[config.mk]
export PLATFORM = sky130hd
export DESIGN_NAME = icache
export DESIGN_NICKNAME = d
export VERILOG_FILES = /design/src/rtl/icache_pkg.sv /design/src/rtl/icache_array.sv /design/src/rtl/icache.sv
export SDC_FILE = /design/constraint.sdc
export NUM_CORES = 1
export LEC_CHECK = 0
export ABC_AREA = 0
export ABC_CLOCK_PERIOD_IN_PS = 7400
export CAP_MARGIN = 20
export CORE_MARGIN = 2
export CORE_UTILIZATION = 25
export CTS_BUF_LIST = sky130_fd_sc_hd__clkbuf_16
export CTS_CLUSTER_SIZE = 24
export DETAILED_ROUTE_END_ITERATION = 10
export GPL_ROUTABILITY_DRIVEN = 1
export GPL_TIMING_DRIVEN = 0
export MAX_ROUTING_LAYER = met4
export PLACE_DENSITY = 0.52
export SETUP_SLACK_MARGIN = 0.5
export SYNTH_ARGS = -nofsm -noshare
export SYNTH_HDL_FRONTEND = slang
export SYNTH_HIERARCHICAL = 1
export SYNTH_SLANG_ARGS = --single-unit
[constraint.sdc]
create_clock -name clk -period 7.4 [get_ports clk]
set_input_delay 0.74 -clock clk [delete_from_list [all_inputs] [get_ports clk]]
set_output_delay 0.74 -clock clk [all_outputs]
set_load 0.01 [all_outputs]
[src/rtl/icache_pkg.sv]
// Shared definitions for the instruction cache: default geometry, FSM state
// encoding and address helpers.
package icache_pkg;

    // Default number of index bits; 2^ICACHE_IDX_W direct-mapped lines.
    localparam int ICACHE_IDX_W = 4;

    // Request-handling states of the cache controller.
    typedef enum logic [1:0] {
        IDLE  = 2'd0,  // waiting for start_fetch, lookup is combinational on pc
        MISS  = 2'd1,  // refill outstanding, response owed to the fetcher
        RESP  = 2'd2,  // single cycle in which instr_ready is high
        DRAIN = 2'd3   // refill outstanding, request abandoned by rob_clear
    } state_e;

    // Word-aligned form of a byte address (low two bits forced to zero).
    function automatic logic [31:0] word_addr(input logic [31:0] addr);
        return {addr[31:2], 2'b00};
    endfunction

endpackage

[src/rtl/icache_array.sv]
// Direct-mapped storage: valid/tag/data per line, combinational read port,
// synchronous write port. Only the valid bits are cleared by reset.
module icache_array
    import icache_pkg::*;
#(
    parameter int IDX_W = ICACHE_IDX_W,
    localparam int TAG_W = 30 - IDX_W,
    localparam int LINES = 1 << IDX_W
) (
    input  logic             clk,
    input  logic             rst_n,
    input  logic [IDX_W-1:0] rd_idx_i,
    input  logic [TAG_W-1:0] rd_tag_i,
    output logic             hit_o,
    output logic [31:0]      rd_data_o,
    input  logic             we_i,
    input  logic [IDX_W-1:0] wr_idx_i,
    input  logic [TAG_W-1:0] wr_tag_i,
    input  logic [31:0]      wr_data_i
);

    logic [LINES-1:0] valid_q;
    logic [TAG_W-1:0] tag_q  [LINES];
    logic [31:0]      data_q [LINES];

    // Valid bits: cleared on reset, set when a line is filled.
    // NOTE: non-blocking (<=) in every clocked block so all registers update
    // together from values sampled at the same edge, independent of block order.
    always_ff @(posedge clk or negedge rst_n) begin
        if (!rst_n) begin
            valid_q <= '0;
        end else if (we_i) begin
            valid_q[wr_idx_i] <= 1'b1;
        end
    end

    // Tag and data payload: written on fill.
    // NOTE: no reset on the tag/data arrays; a cleared valid bit already makes
    // their contents don't-care, and leaving them unreset lets them map to RAM.
    always_ff @(posedge clk) begin
        if (we_i) begin
            tag_q[wr_idx_i]  <= wr_tag_i;
            data_q[wr_idx_i] <= wr_data_i;
        end
    end

    // Combinational lookup.
    assign hit_o     = valid_q[rd_idx_i] && (tag_q[rd_idx_i] == rd_tag_i);
    assign rd_data_o = data_q[rd_idx_i];

endmodule

[src/rtl/icache.sv]
// Instruction cache, responder side of the fetch interface. Hits answer one
// cycle after the request; misses refill one word through the arbiter's
// read port and answer in the cycle after mem_rd_done.
module icache
    import icache_pkg::*;
#(
    parameter int IDX_W = ICACHE_IDX_W
) (
    input  logic        clk,
    input  logic        rst_n,
    input  logic        rdy,
    input  logic        rob_clear,
    input  logic        start_fetch,
    input  logic [31:0] pc,
    output logic        instr_ready,
    output logic [31:0] instr,
    output logic [31:0] instr_addr,
    output logic        mem_rd_req,
    output logic [31:0] mem_rd_addr,
    input  logic        mem_rd_done,
    input  logic [31:0] mem_rd_data
);

    localparam int TAG_W = 30 - IDX_W;

    state_e      state_q, state_d;
    logic        instr_ready_q, instr_ready_d;
    logic [31:0] instr_q, instr_d;
    logic [31:0] instr_addr_q, instr_addr_d;
    logic        mem_rd_req_q, mem_rd_req_d;
    logic [31:0] mem_rd_addr_q, mem_rd_addr_d;

    logic        hit;
    logic [31:0] rd_data;
    logic        fill;

    // pc[1:0] carries no information for word fetches.
    logic unused_pc_lsb;
    assign unused_pc_lsb = ^pc[1:0];

    // Lookup uses the live pc; the fill uses the latched refill address.
    icache_array #(.IDX_W(IDX_W)) u_array (
        .clk       (clk),
        .rst_n     (rst_n),
        .rd_idx_i  (pc[IDX_W+1:2]),
        .rd_tag_i  (pc[31:IDX_W+2]),
        .hit_o     (hit),
        .rd_data_o (rd_data),
        .we_i      (fill && rdy),
        .wr_idx_i  (mem_rd_addr_q[IDX_W+1:2]),
        .wr_tag_i  (mem_rd_addr_q[31:TAG_W'(IDX_W+2)]),
        .wr_data_i (mem_rd_data)
    );

    // Next-state and next-output logic; rob_clear takes priority over everything.
    // NOTE: every signal gets a default at the top so no path leaves one
    // unassigned, which would otherwise infer a latch.
    always_comb begin
        state_d       = state_q;
        instr_ready_d = 1'b0;
        instr_d       = '0;
        instr_addr_d  = '0;
        mem_rd_req_d  = mem_rd_req_q;
        mem_rd_addr_d = mem_rd_addr_q;
        fill          = 1'b0;

        case (state_q)
            IDLE: begin
                if (rob_clear) begin
                    state_d = IDLE;
                end else if (start_fetch) begin
                    if (hit) begin
                        instr_ready_d = 1'b1;
                        instr_d       = rd_data;
                        instr_addr_d  = word_addr(pc);
                        state_d       = RESP;
                    end else begin
                        mem_rd_req_d  = 1'b1;
                        mem_rd_addr_d = word_addr(pc);
                        state_d       = MISS;
                    end
                end
            end
            MISS: begin
                if (mem_rd_done) begin
                    fill         = 1'b1;
                    mem_rd_req_d = 1'b0;
                    if (rob_clear) begin
                        state_d = IDLE;
                    end else begin
                        instr_ready_d = 1'b1;
                        instr_d       = mem_rd_data;
                        instr_addr_d  = mem_rd_addr_q;
                        state_d       = RESP;
                    end
                end else if (rob_clear) begin
                    state_d = DRAIN;
                end
            end
            RESP: begin
                // start_fetch is still high here from the request just served.
                state_d = IDLE;
            end
            DRAIN: begin
                if (mem_rd_done) begin
                    fill         = 1'b1;
                    mem_rd_req_d = 1'b0;
                    state_d      = IDLE;
                end
            end
            default: state_d = IDLE;
        endcase
    end

    // State and output registers; rdy=0 freezes all of them.
    always_ff @(posedge clk or negedge rst_n) begin
        if (!rst_n) begin
            state_q       <= IDLE;
            instr_ready_q <= 1'b0;
            instr_q       <= '0;
            instr_addr_q  <= '0;
            mem_rd_req_q  <= 1'b0;
            mem_rd_addr_q <= '0;
        end else if (rdy) begin
            state_q       <= state_d;
            instr_ready_q <= instr_ready_d;
            instr_q       <= instr_d;
            instr_addr_q  <= instr_addr_d;
            mem_rd_req_q  <= mem_rd_req_d;
            mem_rd_addr_q <= mem_rd_addr_d;
        end
    end

    assign instr_ready = instr_ready_q;
    assign instr       = instr_q;
    assign instr_addr  = instr_addr_q;
    assign mem_rd_req  = mem_rd_req_q;
    assign mem_rd_addr = mem_rd_addr_q;

endmodule

==> metrics.yaml <==
critical_path:
  cp-end-kind: "flop"
  slowest_delay_ns: 0.55
  crit_start: "pc[3]"
  cp.depth: 17
  r2r_end: "instr[24]"
  reg2reg_depth: 11
  critPathLaunchType: "primary input"
  required_ns: 8.02
  cp_common_cell: "buf_4"
  crit_fanout: 10
  path_buf_inv: 9
  crit_arrival_ns: 6.17
  critical_path.slowest_cell: "clkdlybuf4s50_1"
  crit-reg2reg-launch: "u_array/tag_q[6][22]"
  cp_cell_sequence: "clkdlybuf4s50_1 -> buf_4 -> buf_4 -> buf_4 -> buf_4 -> buf_2 -> buf_2 -> nand3_1 -> nand3_1 -> nand4b_1 -> nor4_1 -> and4bb_1 -> nand2_1 -> nor3_2 -> buf_6 -> buf_2 -> a221o_1"
  r2r_setup_slack_ns: 3.23
  crit_family: "buffers and inverters"
  critPathKind: "primary input to flop"
  cp-endpoint: "instr[24]"
timing:
  whs_ns: 0.4690
  hold_viol: 0
  fin_crit_sh_pct: 75.01
  period_needed_ns: 5.551
  slew_headroom_pct: 25.15
  fmax_mhz: 180.2
  finalSetupViolations: 0
  fin_skew_ns: 0.03454
  tightest_slew_ns: 1.123
  report.final.slew_viol_count: 0
  tns_ns: 0
  finalWorstSetupSlack_ns: 1.849
  rsz0062_at_grt: "no"
clock_network:
  cts_buffers: 103
  clockRootBuffer: "clkbuf_16"
  cts_resized: 0
  clock_sinks: 1040
  cts_buffer_depth: 3
  postCtsSetupRepairBufs: 0
  worstSkewPairLatency_ns: 0.71
  clkTransAtPathRegs_ns: 0.06
  cts_hold_buf: 1
  cts.htree.levels: 3
  cts_tree: "yes"
power:
  powerDensity_mw_per_mm2: 277.6
  cellLeakagePower_nw: 16.49
  ir_drop_mv: 0.1888
grt:
  overflow: 0
  grt_pass1_wl_um: 172200
  track_usage_pct: 15.01
  grt_pass1_vias: 21950
  antenna_found_initial: 9
  grt_max_degree: 66
floorplan:
  coreArea_mm2: 0.1624
  rows: 148
  die_h_um: 408.0
  die_area_mm2: 0.1665
  io_pins: 168
  start_util_pct: 25.13
  die_w_um: 408.0
logic_synthesis:
  netlist_instances: 1879
  synth_edf_count: 928
  async_reset_ff_share_pct: 10.77
  synth-seq-cells: 1040
  netlist_area_mm2: 0.04081
  postSynthAreaPerCell_um2: 21.72
  synth_cell_type_count: 61
  yosysSeqAreaShare_pct: 75.16
  ys.flop_type: "edfxtp_1"
  yosysWarnings: 6
detailed_routing:
  first_pass_iters: 5
  vias: 21170
  drt_iter0_drc: 2283
  drc: 0
  ant_nets: 0
  wire_per_inst_um: 27.41
  wirelength_um: 123300
  viasPerCell: 4.706
finish:
  utilization_pct: 30.75
  multi_input_comb_area_mm2: 0.009615
  final_cell_mix: "edfxtp_1, mux4_2, clkdlybuf4s50_1, dfrtp_1, clkbuf_16"
  fill_cells: 15590
  final_common_cell: "edfxtp_1"
  drive_gt1_share_pct: 27.03
  regArea_mm2: 0.03067
  nets: 2299
  area_delta_synth_final_pct: 22.39
flow_run:
  maxCapViolCount: 0
place:
  dp_slack_ns: 1.101
  portBuffers: 161
  gp_congestion: 0.8910
  hpwl_um: 84260
run_status:
  status: "complete, no violations"
worst_hold_path:
  hold_class: "flop to flop"
## registers in the layout, summed over array words and instances (netlist names)
register / cells
u_array/data_q: 512
u_array/tag_q: 416
instr: 32
instr_addr: 30
mem_rd_addr: 30
u_array/valid_q: 16
state_q: 2
instr_ready: 1
mem_rd_req: 1
## worst min-delay path by stage
stage	to	cells past startpoint	from	slack, ns
CTS	u_array/valid_q[15]	1	u_array/valid_q[15]	0.47
finish	u_array/valid_q[4]	1	u_array/valid_q[4]	0.47
global route	u_array/valid_q[3]	1	u_array/valid_q[3]	0.49
floorplan	u_array/valid_q[11]	1	u_array/valid_q[11]	0.43
global placement	u_array/valid_q[6]	1	u_array/valid_q[6]	0.45
detailed placement	u_array/valid_q[7]	1	u_array/valid_q[7]	0.45
## cells by family (layout without fill, tap and decap cells)
kind of cell / Yosys count / after routing / share of synthesized area, %
simple gates: 198 / 198 / 2.674
other cells: 1 / 7 / 0.009190
compound gates: 142 / 142 / 2.984
flops: 1040 / 1040 / 75.16
mux: 353 / 353 / 17.02
xor+xnor: 26 / 26 / 0.5581
buf+inv: 119 / 557 / 1.598
## layout make-up
| cell class | count | area share (%) |
|---|---|---|
| clock buffers | 108 | 5.412 |
| well taps | 2175 | 5.449 |
| diodes | 3 | 0.01503 |
| repair buffers | 242 | 5.948 |
| flip-flops and latches | 1040 | 61.41 |
| clock inverters | 88 | 1.208 |
| inverters | 17 | 0.1278 |
| plain buffers | 102 | 1.178 |
| multi-input cells | 723 | 19.25 |
## Yosys cell counts, types with 11 or more instances
master | n | area [um^2]
xnor2_1 | 13 | 113.9
a22oi_1 | 13 | 97.59
nor3_1 | 15 | 75.07
o21ai_0 | 11 | 55.05
clkbuf_1 | 25 | 93.84
xor2_1 | 13 | 113.9
mux2i_1 | 60 | 600.6
mux2_4 | 29 | 435.4
a221o_1 | 62 | 620.6
inv_1 | 17 | 63.81
edfxtp_1 | 928 | 27870
or2_2 | 16 | 100.1
nor2_1 | 32 | 120.1
mux4_2 | 250 | 5630
buf_2 | 46 | 230.2
nand3_1 | 11 | 55.05
buf_4 | 21 | 157.7
dfrtp_1 | 112 | 2803
nor2b_1 | 69 | 431.7
nand2_1 | 25 | 93.84
## through the flow
| stage | power (mW) | instances | area [um^2] |
|---|---|---|---|
| after floorplan | 8.012 | 1882 | 40820 |
| after global placement | 8.828 | 4218 | 45150 |
| after detailed placement | 8.941 | 4297 | 46610 |
| after CTS | 14.02 | 4494 | 49920 |
| after global routing | 14.35 | 4498 | 49940 |
| final | 13.87 | 4498 | 49940 |
## per-layer routing
| layer | up-vias | share of wire (%) | track usage, % |
|---|---|---|---|
| met2 | 791 | 51 | 25.16 |
| li1 | 8591 | - | - |
| met3 | 175 | 5.8 | 2.678 |
| met1 | 11610 | 41 | 18.84 |
| met4 | 0 | 2.3 | 3.576 |
| met5 | - | 0 | - |
## power breakdown
group	leakage (nW)	internal, mW	switching (mW)
Combinational	4.92	0.639	0.655
Sequential	9.84	6.97	0.524
Clock	1.74	2.85	2.22
Total	16.5	10.5	3.40
Power figures use the tool's default switching activity.
